### src/rtl/pipe_decoder_pkg.sv
// pipe_decoder_pkg: opcodes, instruction field positions and defaults shared by the decoder slice
package pipe_decoder_pkg;

   localparam int XLEN_DEF  = 32;
   localparam int NREGS_DEF = 32;

   localparam int OPC_LSB = 0;
   localparam int OPC_W   = 7;
   localparam int RD_LSB  = 7;
   localparam int RS1_LSB = 15;
   localparam int RS2_LSB = 20;
   localparam int RIDX_W  = 5;

   localparam logic [6:0] OP_RTYPE  = 7'h33;
   localparam logic [6:0] OP_IARITH = 7'h13;
   localparam logic [6:0] OP_ILOAD  = 7'h03;
   localparam logic [6:0] OP_STYPE  = 7'h23;
   localparam logic [6:0] OP_BTYPE  = 7'h63;
   localparam logic [6:0] OP_JALR   = 7'h67;
   localparam logic [6:0] OP_JAL    = 7'h6F;
   localparam logic [6:0] OP_LUI    = 7'h37;
   localparam logic [6:0] OP_AUIPC  = 7'h17;

   typedef enum logic [2:0] {FMT_R, FMT_I, FMT_S, FMT_B, FMT_U, FMT_J, FMT_X} fmt_e;

   // FMT_X marks every opcode outside the supported set
   function automatic fmt_e opc_fmt(input logic [6:0] opc);
      return (opc == OP_RTYPE) ? FMT_R :
             (opc == OP_IARITH || opc == OP_ILOAD || opc == OP_JALR) ? FMT_I :
             (opc == OP_STYPE) ? FMT_S :
             (opc == OP_BTYPE) ? FMT_B :
             (opc == OP_LUI || opc == OP_AUIPC) ? FMT_U :
             (opc == OP_JAL) ? FMT_J : FMT_X;
   endfunction

endpackage

### src/rtl/pipe_regfile.sv
// pipe_regfile: NREGS x XLEN register file, x0 hard-wired to zero, two bypassed read ports
module pipe_regfile #(
   parameter int XLEN  = 32,
   parameter int NREGS = 32,
   localparam int RW   = $clog2(NREGS)
) (
   input  logic            clk,
   input  logic            rst,
   input  logic            i_we,
   input  logic [RW-1:0]   i_waddr,
   input  logic [XLEN-1:0] i_wdata,
   input  logic [RW-1:0]   i_raddr1,
   input  logic [RW-1:0]   i_raddr2,
   output logic [XLEN-1:0] o_rdata1,
   output logic [XLEN-1:0] o_rdata2
);

   logic [XLEN-1:0] r_mem [NREGS];
   logic            w_wr;

   assign w_wr = i_we && i_waddr != '0;

   // write port; index 0 is never written so it reads as zero forever
   always_ff @(posedge clk)
      if (rst)
         for (int i = 0; i < NREGS; i++) r_mem[i] <= '0;
      else if (w_wr)
         r_mem[i_waddr] <= i_wdata;

   assign o_rdata1 = (w_wr && i_waddr == i_raddr1) ? i_wdata : r_mem[i_raddr1];
   assign o_rdata2 = (w_wr && i_waddr == i_raddr2) ? i_wdata : r_mem[i_raddr2];

endmodule

### src/rtl/pipe_decoder.sv
// pipe_decoder: one-stage decoder with immediate generation, scoreboard stalls and bypassed operand read
module pipe_decoder
   import pipe_decoder_pkg::*;
#(
   parameter int XLEN  = XLEN_DEF,
   parameter int NREGS = NREGS_DEF,
   parameter int CNT_W = 2,
   localparam int RW   = $clog2(NREGS)
) (
   input  logic            clk,
   input  logic            rst,
   input  logic            in_valid,
   output logic            in_ready,
   input  logic [31:0]     in_instr,
   input  logic [XLEN-1:0] in_pc,
   output logic            out_valid,
   input  logic            out_ready,
   output logic [31:0]     out_instr,
   output logic [XLEN-1:0] out_pc,
   output logic [XLEN-1:0] out_imm,
   output logic [XLEN-1:0] out_rs1_data,
   output logic [XLEN-1:0] out_rs2_data,
   output logic [RW-1:0]   out_rd,
   output logic            out_wen,
   output logic            out_illegal,
   input  logic            wb_en,
   input  logic [RW-1:0]   wb_rd,
   input  logic [XLEN-1:0] wb_data,
   input  logic            flush
);

   fmt_e              w_fmt;
   logic [RIDX_W-1:0] w_rd_f, w_rs1_f, w_rs2_f;
   logic              w_has1, w_has2, w_hasd, w_illegal, w_use1, w_use2, w_usd, w_wen;
   logic [RW-1:0]     w_rd, w_rs1, w_rs2;
   logic [XLEN-1:0]   w_imm, w_rs1_data, w_rs2_data;
   logic              w_busy1, w_busy2, w_full, w_hazard, w_accept, w_dec;

   logic [CNT_W-1:0]  r_cnt [NREGS];
   logic              r_valid, r_wen, r_illegal;
   logic [31:0]       r_instr;
   logic [XLEN-1:0]   r_pc, r_imm, r_rs1_data, r_rs2_data;
   logic [RW-1:0]     r_rd;

   // field decode; an out-of-range index in any field the format uses makes the instruction illegal
   always_comb begin
      w_fmt     = opc_fmt(in_instr[OPC_LSB +: OPC_W]);
      w_rd_f    = in_instr[RD_LSB +: RIDX_W];
      w_rs1_f   = in_instr[RS1_LSB +: RIDX_W];
      w_rs2_f   = in_instr[RS2_LSB +: RIDX_W];
      w_has1    = w_fmt inside {FMT_R, FMT_I, FMT_S, FMT_B};
      w_has2    = w_fmt inside {FMT_R, FMT_S, FMT_B};
      w_hasd    = w_fmt inside {FMT_R, FMT_I, FMT_U, FMT_J};
      w_illegal = (w_fmt == FMT_X) ||
                  (w_has1 && int'(w_rs1_f) >= NREGS) ||
                  (w_has2 && int'(w_rs2_f) >= NREGS) ||
                  (w_hasd && int'(w_rd_f) >= NREGS);
      w_use1    = w_has1 && !w_illegal;
      w_use2    = w_has2 && !w_illegal;
      w_usd     = w_hasd && !w_illegal;
      w_rs1     = w_use1 ? w_rs1_f[RW-1:0] : '0;
      w_rs2     = w_use2 ? w_rs2_f[RW-1:0] : '0;
      w_rd      = w_usd ? w_rd_f[RW-1:0] : '0;
      w_wen     = w_usd && w_rd != '0;
   end

   // immediate generator: every format sign-extends from instruction bit 31
   always_comb
      w_imm = w_illegal ? '0 :
              (w_fmt == FMT_I) ? XLEN'($signed(in_instr[31:20])) :
              (w_fmt == FMT_S) ? XLEN'($signed({in_instr[31:25], in_instr[11:7]})) :
              (w_fmt == FMT_B) ? XLEN'($signed({in_instr[31], in_instr[7], in_instr[30:25], in_instr[11:8], 1'b0})) :
              (w_fmt == FMT_U) ? XLEN'($signed({in_instr[31:12], 12'b0})) :
              (w_fmt == FMT_J) ? XLEN'($signed({in_instr[31], in_instr[19:12], in_instr[20], in_instr[30:21], 1'b0})) :
              '0;

   // a single outstanding writer is fine when its write-back arrives this cycle (bypass covers it)
   always_comb begin
      w_busy1  = w_use1 && (r_cnt[w_rs1] > CNT_W'(1) ||
                 (r_cnt[w_rs1] == CNT_W'(1) && !(wb_en && wb_rd == w_rs1)));
      w_busy2  = w_use2 && (r_cnt[w_rs2] > CNT_W'(1) ||
                 (r_cnt[w_rs2] == CNT_W'(1) && !(wb_en && wb_rd == w_rs2)));
      w_full   = w_wen && (&r_cnt[w_rd]);
      w_hazard = in_valid && (w_busy1 || w_busy2 || w_full);
   end

   assign in_ready = (!r_valid || out_ready) && !w_hazard && !flush && !rst;
   assign w_accept = in_valid && in_ready;
   assign w_dec    = wb_en && wb_rd != '0 && r_cnt[wb_rd] != '0;

   pipe_regfile #(.XLEN(XLEN), .NREGS(NREGS)) u_rf (
      .clk      (clk),
      .rst      (rst),
      .i_we     (wb_en),
      .i_waddr  (wb_rd),
      .i_wdata  (wb_data),
      .i_raddr1 (w_rs1),
      .i_raddr2 (w_rs2),
      .o_rdata1 (w_rs1_data),
      .o_rdata2 (w_rs2_data)
   );

   // pending-writer scoreboard: +1 per accepted writer, -1 per write-back, never below zero
   always_ff @(posedge clk)
      if (rst || flush)
         for (int i = 0; i < NREGS; i++) r_cnt[i] <= '0;
      else
         for (int i = 0; i < NREGS; i++)
            r_cnt[i] <= r_cnt[i] + CNT_W'(w_accept && w_wen && w_rd == RW'(i))
                                 - CNT_W'(w_dec && wb_rd == RW'(i));

   // output stage: load on accept, hold while stalled, drop valid when consumed or flushed
   always_ff @(posedge clk)
      if (rst) begin
         r_valid    <= 1'b0;
         r_instr    <= '0;
         r_pc       <= '0;
         r_imm      <= '0;
         r_rs1_data <= '0;
         r_rs2_data <= '0;
         r_rd       <= '0;
         r_wen      <= 1'b0;
         r_illegal  <= 1'b0;
      end else if (flush)
         r_valid <= 1'b0;
      else if (w_accept) begin
         r_valid    <= 1'b1;
         r_instr    <= in_instr;
         r_pc       <= in_pc;
         r_imm      <= w_imm;
         r_rs1_data <= w_rs1_data;
         r_rs2_data <= w_rs2_data;
         r_rd       <= w_rd;
         r_wen      <= w_wen;
         r_illegal  <= w_illegal;
      end else if (out_ready)
         r_valid <= 1'b0;

   assign out_valid    = r_valid;
   assign out_instr    = r_instr;
   assign out_pc       = r_pc;
   assign out_imm      = r_imm;
   assign out_rs1_data = r_rs1_data;
   assign out_rs2_data = r_rs2_data;
   assign out_rd       = r_rd;
   assign out_wen      = r_wen;
   assign out_illegal  = r_illegal;

endmodule

### config.mk
export PLATFORM = sky130hd
export DESIGN_NAME = pipe_decoder
export DESIGN_NICKNAME = d
export VERILOG_FILES = /design/src/rtl/pipe_decoder_pkg.sv /design/src/rtl/pipe_regfile.sv /design/src/rtl/pipe_decoder.sv
export SDC_FILE = /design/constraint.sdc
export NUM_CORES = 2
export LEC_CHECK = 0
export CAP_MARGIN = 20
export CORE_MARGIN = 1.5
export CORE_UTILIZATION = 51
export DETAILED_ROUTE_END_ITERATION = 8
export DONT_BUFFER_PORTS = 1
export PLACE_DENSITY_LB_ADDON = 0.15
export SETUP_SLACK_MARGIN = 0.2
export SYNTH_ARGS = -nofsm -noshare
export SYNTH_HDL_FRONTEND = slang
export SYNTH_HIERARCHICAL = 1
export SYNTH_SLANG_ARGS = --single-unit
export TNS_END_PERCENT = 1
### constraint.sdc
create_clock -name clk -period 5.84 [get_ports clk]
set_input_delay 1.752 -clock clk [delete_from_list [all_inputs] [get_ports clk]]
set_output_delay 1.752 -clock clk [all_outputs]
set_load 0.01 [all_outputs]
==> impl_metrics.tcl <==
set metrics [dict create \
    fin_crit_sh_pct 95.2 \
    hold_viol_final 0 \
    clock_sinks 1256 \
    fmax_mhz 180 \
    tritoncts "yes" \
    async_flop_share_pct 0 \
    status "finished, final reports clean" \
    maxCapViolations 0 \
    drtPass1Iterations 5 \
    worstMarginPinSlew_ns 1.22 \
    drtIter0Drc 6087 \
    area_growth_pct 9.54 \
    holdWs_ns 0.512 \
    netlist_area_sq_um 67900 \
    wl_microns 227000 \
    cp_max_fo 10 \
    slew_headroom_pct 18.4 \
    ioPinCount 276 \
    postRouteAntennaNets 0 \
    setup_slack_ns 0.280 \
    clock_path_buffers 3 \
    wl_per_cell_microns 34.0 \
    p_leak_nw 25.7 \
    fillers 10400 \
    slew_viol_final 0 \
    synth_seq_cells 1256 \
    grtUsageTotal_pct 33.2 \
    dp_hpwl_microns 133000 \
    synth_cell_types 89 \
    grt_pass1_wl_microns 318000 \
    register_area_sq_um 35400 \
    grt_setup_unrepaired "no" \
    nNetsFinal 4968 \
    multi_input_area_sq_um 29900 \
    cts.clk_slew.worst_paths_ns 0.06 \
    ir_drop_mv 0.184 \
    cp-start-kind "input port" \
    vias_per_cell 6.70 \
    skew_ns 0.0246 \
    rows 133 \
    setup-tns-final_ns 0 \
    worstPathRequired_ns 4.09 \
    ys_warn_count 6 \
    synth_top_cells_by_area "edfxtp_1 (45%), mux4_2 (15%), and2_1 (9.5%)" \
    yosysSeqAreaShare_pct 52.1 \
    overflow 0 \
    synth_cells 4941 \
    vias 44600 \
    syn_avg_cell_area_sq_um 13.7 \
    gp_congestion 0.906 \
    grt_max_degree 203 \
    fin_crit_ns 5.56 \
    fp.dieW_microns 368 \
    end_kind "output port" \
    drive_above_1_share_pct 21.8 \
    antenna_found_initial 13 \
    htree_levels 4 \
    synth.largest_area_cell "edfxtp_1" \
    root_buffer "clkbuf_16" \
    finalSetupViolCount 0 \
    crit_arrival_ns 3.81 \
    hold_path_class "reg2reg" \
    core_sq_um 132000 \
    synth_edf_count 1024 \
    critPathKind "in2out" \
    synth_flop_cell "edfxtp_1" \
    first_global_vias 43300 \
    worstSkewPairLatency_ns 0.80 \
    powerDensity_nw_per_um2 277 \
    die_area_sq_um 135000 \
    drc 0 \
    portBuffers 0 \
    place_ws_ns 0.280 \
    cts_made_buffers 140 \
    die_h_microns 368 \
    synth_top_area_share_pct 45.3 \
    start_util_pct 51.5 \
]
cell usage after synthesis (all sizes together), types with 3 or more instances:
library cell and n:
ha 64, o22ai 255, buf 207, clkbuf 287
nand2b 18, nor2b 138, nor3b 5, a31o 14
nand3 25, dfxtp 232, or3 4, o211ai 12
a211oi 6, xnor2 44, mux2i 53, a31oi 11
a221oi 4, or4 63, nand4 6, and2 1032
o21ai 91, and3 17, or2 36, nor3 25
a311o 3, nor4 37, or3b 4, nand3b 16
o221ai 6, mux2 136, a21o 3, a21oi 57
mux4 535, inv 76, o2111ai 4, o22a 4
edfxtp 1024, a22o 4, nor4bb 3, a21boi 3
xor2 35, nand2 158, nor2 149
stage by stage:
stage               area (sq um)  std cells  power (mW)  utilization (%)
global placement           69800       6407        11.9             52.9
finish                     74300       6666        20.6             56.4
global route               74300       6665        21.1             56.4
CTS                        74300       6661        20.7             56.4
detailed placement         69800       6407        12.0             52.9
floorplan                  68000       4973        11.5                -
worst max-delay path: stages:
cell,delay [ns]
and3b_2,0.29
o211a_4,0.21
a21boi_1,0.07
or4b_4,0.58
o211ai_4,0.25
nand2_1,0.09
o221ai_2,0.20
nand2_1,0.14
a21oi_2,0.22
area by class of cell:
type,instances,area share (%)
flip-flops and latches,1256,47.6
multi-input cells,3146,40.2
clock buffers,190,5.38
well taps,1755,2.95
repair buffers,176,2.72
clock inverters,64,0.712
inverters,77,0.389
diodes,2,0.00673
what timing repair did:
action / 4_1_cts / 5_1_grt
buffers inserted: 0 / 1
hold buffers: 0 / 0
endpoints found under the setup margin: 0 / 1
resized for setup: 0 / 5
cell usage in the layout, fill, tap and decap left out, types with 62 or more instances in the layout:
cell,count
and2_1,1029
edfxtp_1,1024
mux4_2,452
o22ai_1,255
dfxtp_1,232
nand2_1,153
clkbuf_16,145
nor2b_1,137
buf_4,119
nor2_1,117
mux2_2,95
mux4_1,83
inv_1,76
ha_1,64
or4_1,63
o21ai_1,62
metal layers:
| metal | track usage (%) | routed length [microns] | share of wire, % | vias to the layer above |
|---|---|---|---|---|
| met3 | 8.51 | 27100 | 12 | 554 |
| met2 | 51.7 | 104000 | 46 | 3009 |
| li1 | - | - | - | 18400 |
| met5 | 0 | 0 | 0 | - |
| met4 | 14.8 | 10900 | 4.8 | 0 |
| met1 | 44.0 | 84900 | 37 | 22700 |
worst paths after layout:
path	startpoint	to	slack, ns	cells past startpoint
worst max-delay path	in_instr[3]	in_ready	0.28	9
worst min-delay path	out_imm[5]	out_imm[5]	0.51	2
worst max register to register	r_cnt[25][1]	r_cnt[20][1]	2.18	14
worst min register to register	out_imm[5]	out_imm[5]	0.51	2
registers in the layout, summed over array words and instances, names as in the netlist:
signal,count
out_illegal,1
out_imm,32
out_instr,32
out_pc,32
out_rd,5
out_rs1_data,32
out_rs2_data,32
out_valid,1
out_wen,1
r_cnt,64
u_rf/r_mem,1024
where the power goes:
group	leakage [nW]	switching [mW]	internal, mW
clock	2.24	3.72	5.11
combinational	11.9	0.749	0.634
sequential	11.6	0.282	10.1
total	25.7	4.75	15.9
logic make-up after synthesis:
kind of cell,after synthesis,share of synthesized area (%)
and+or+nand+nor,1743,15.2
DFF,1256,52.1
muxes,724,21.3
buffers and inverters,571,4.43
AOI/OAI and AO/OA,502,4.71
xor gates and xnor gates,79,1.02
adders and majority gates,64,1.18
other,2,0.0111
No activity file was read; power rests on OpenSTA's default activity.
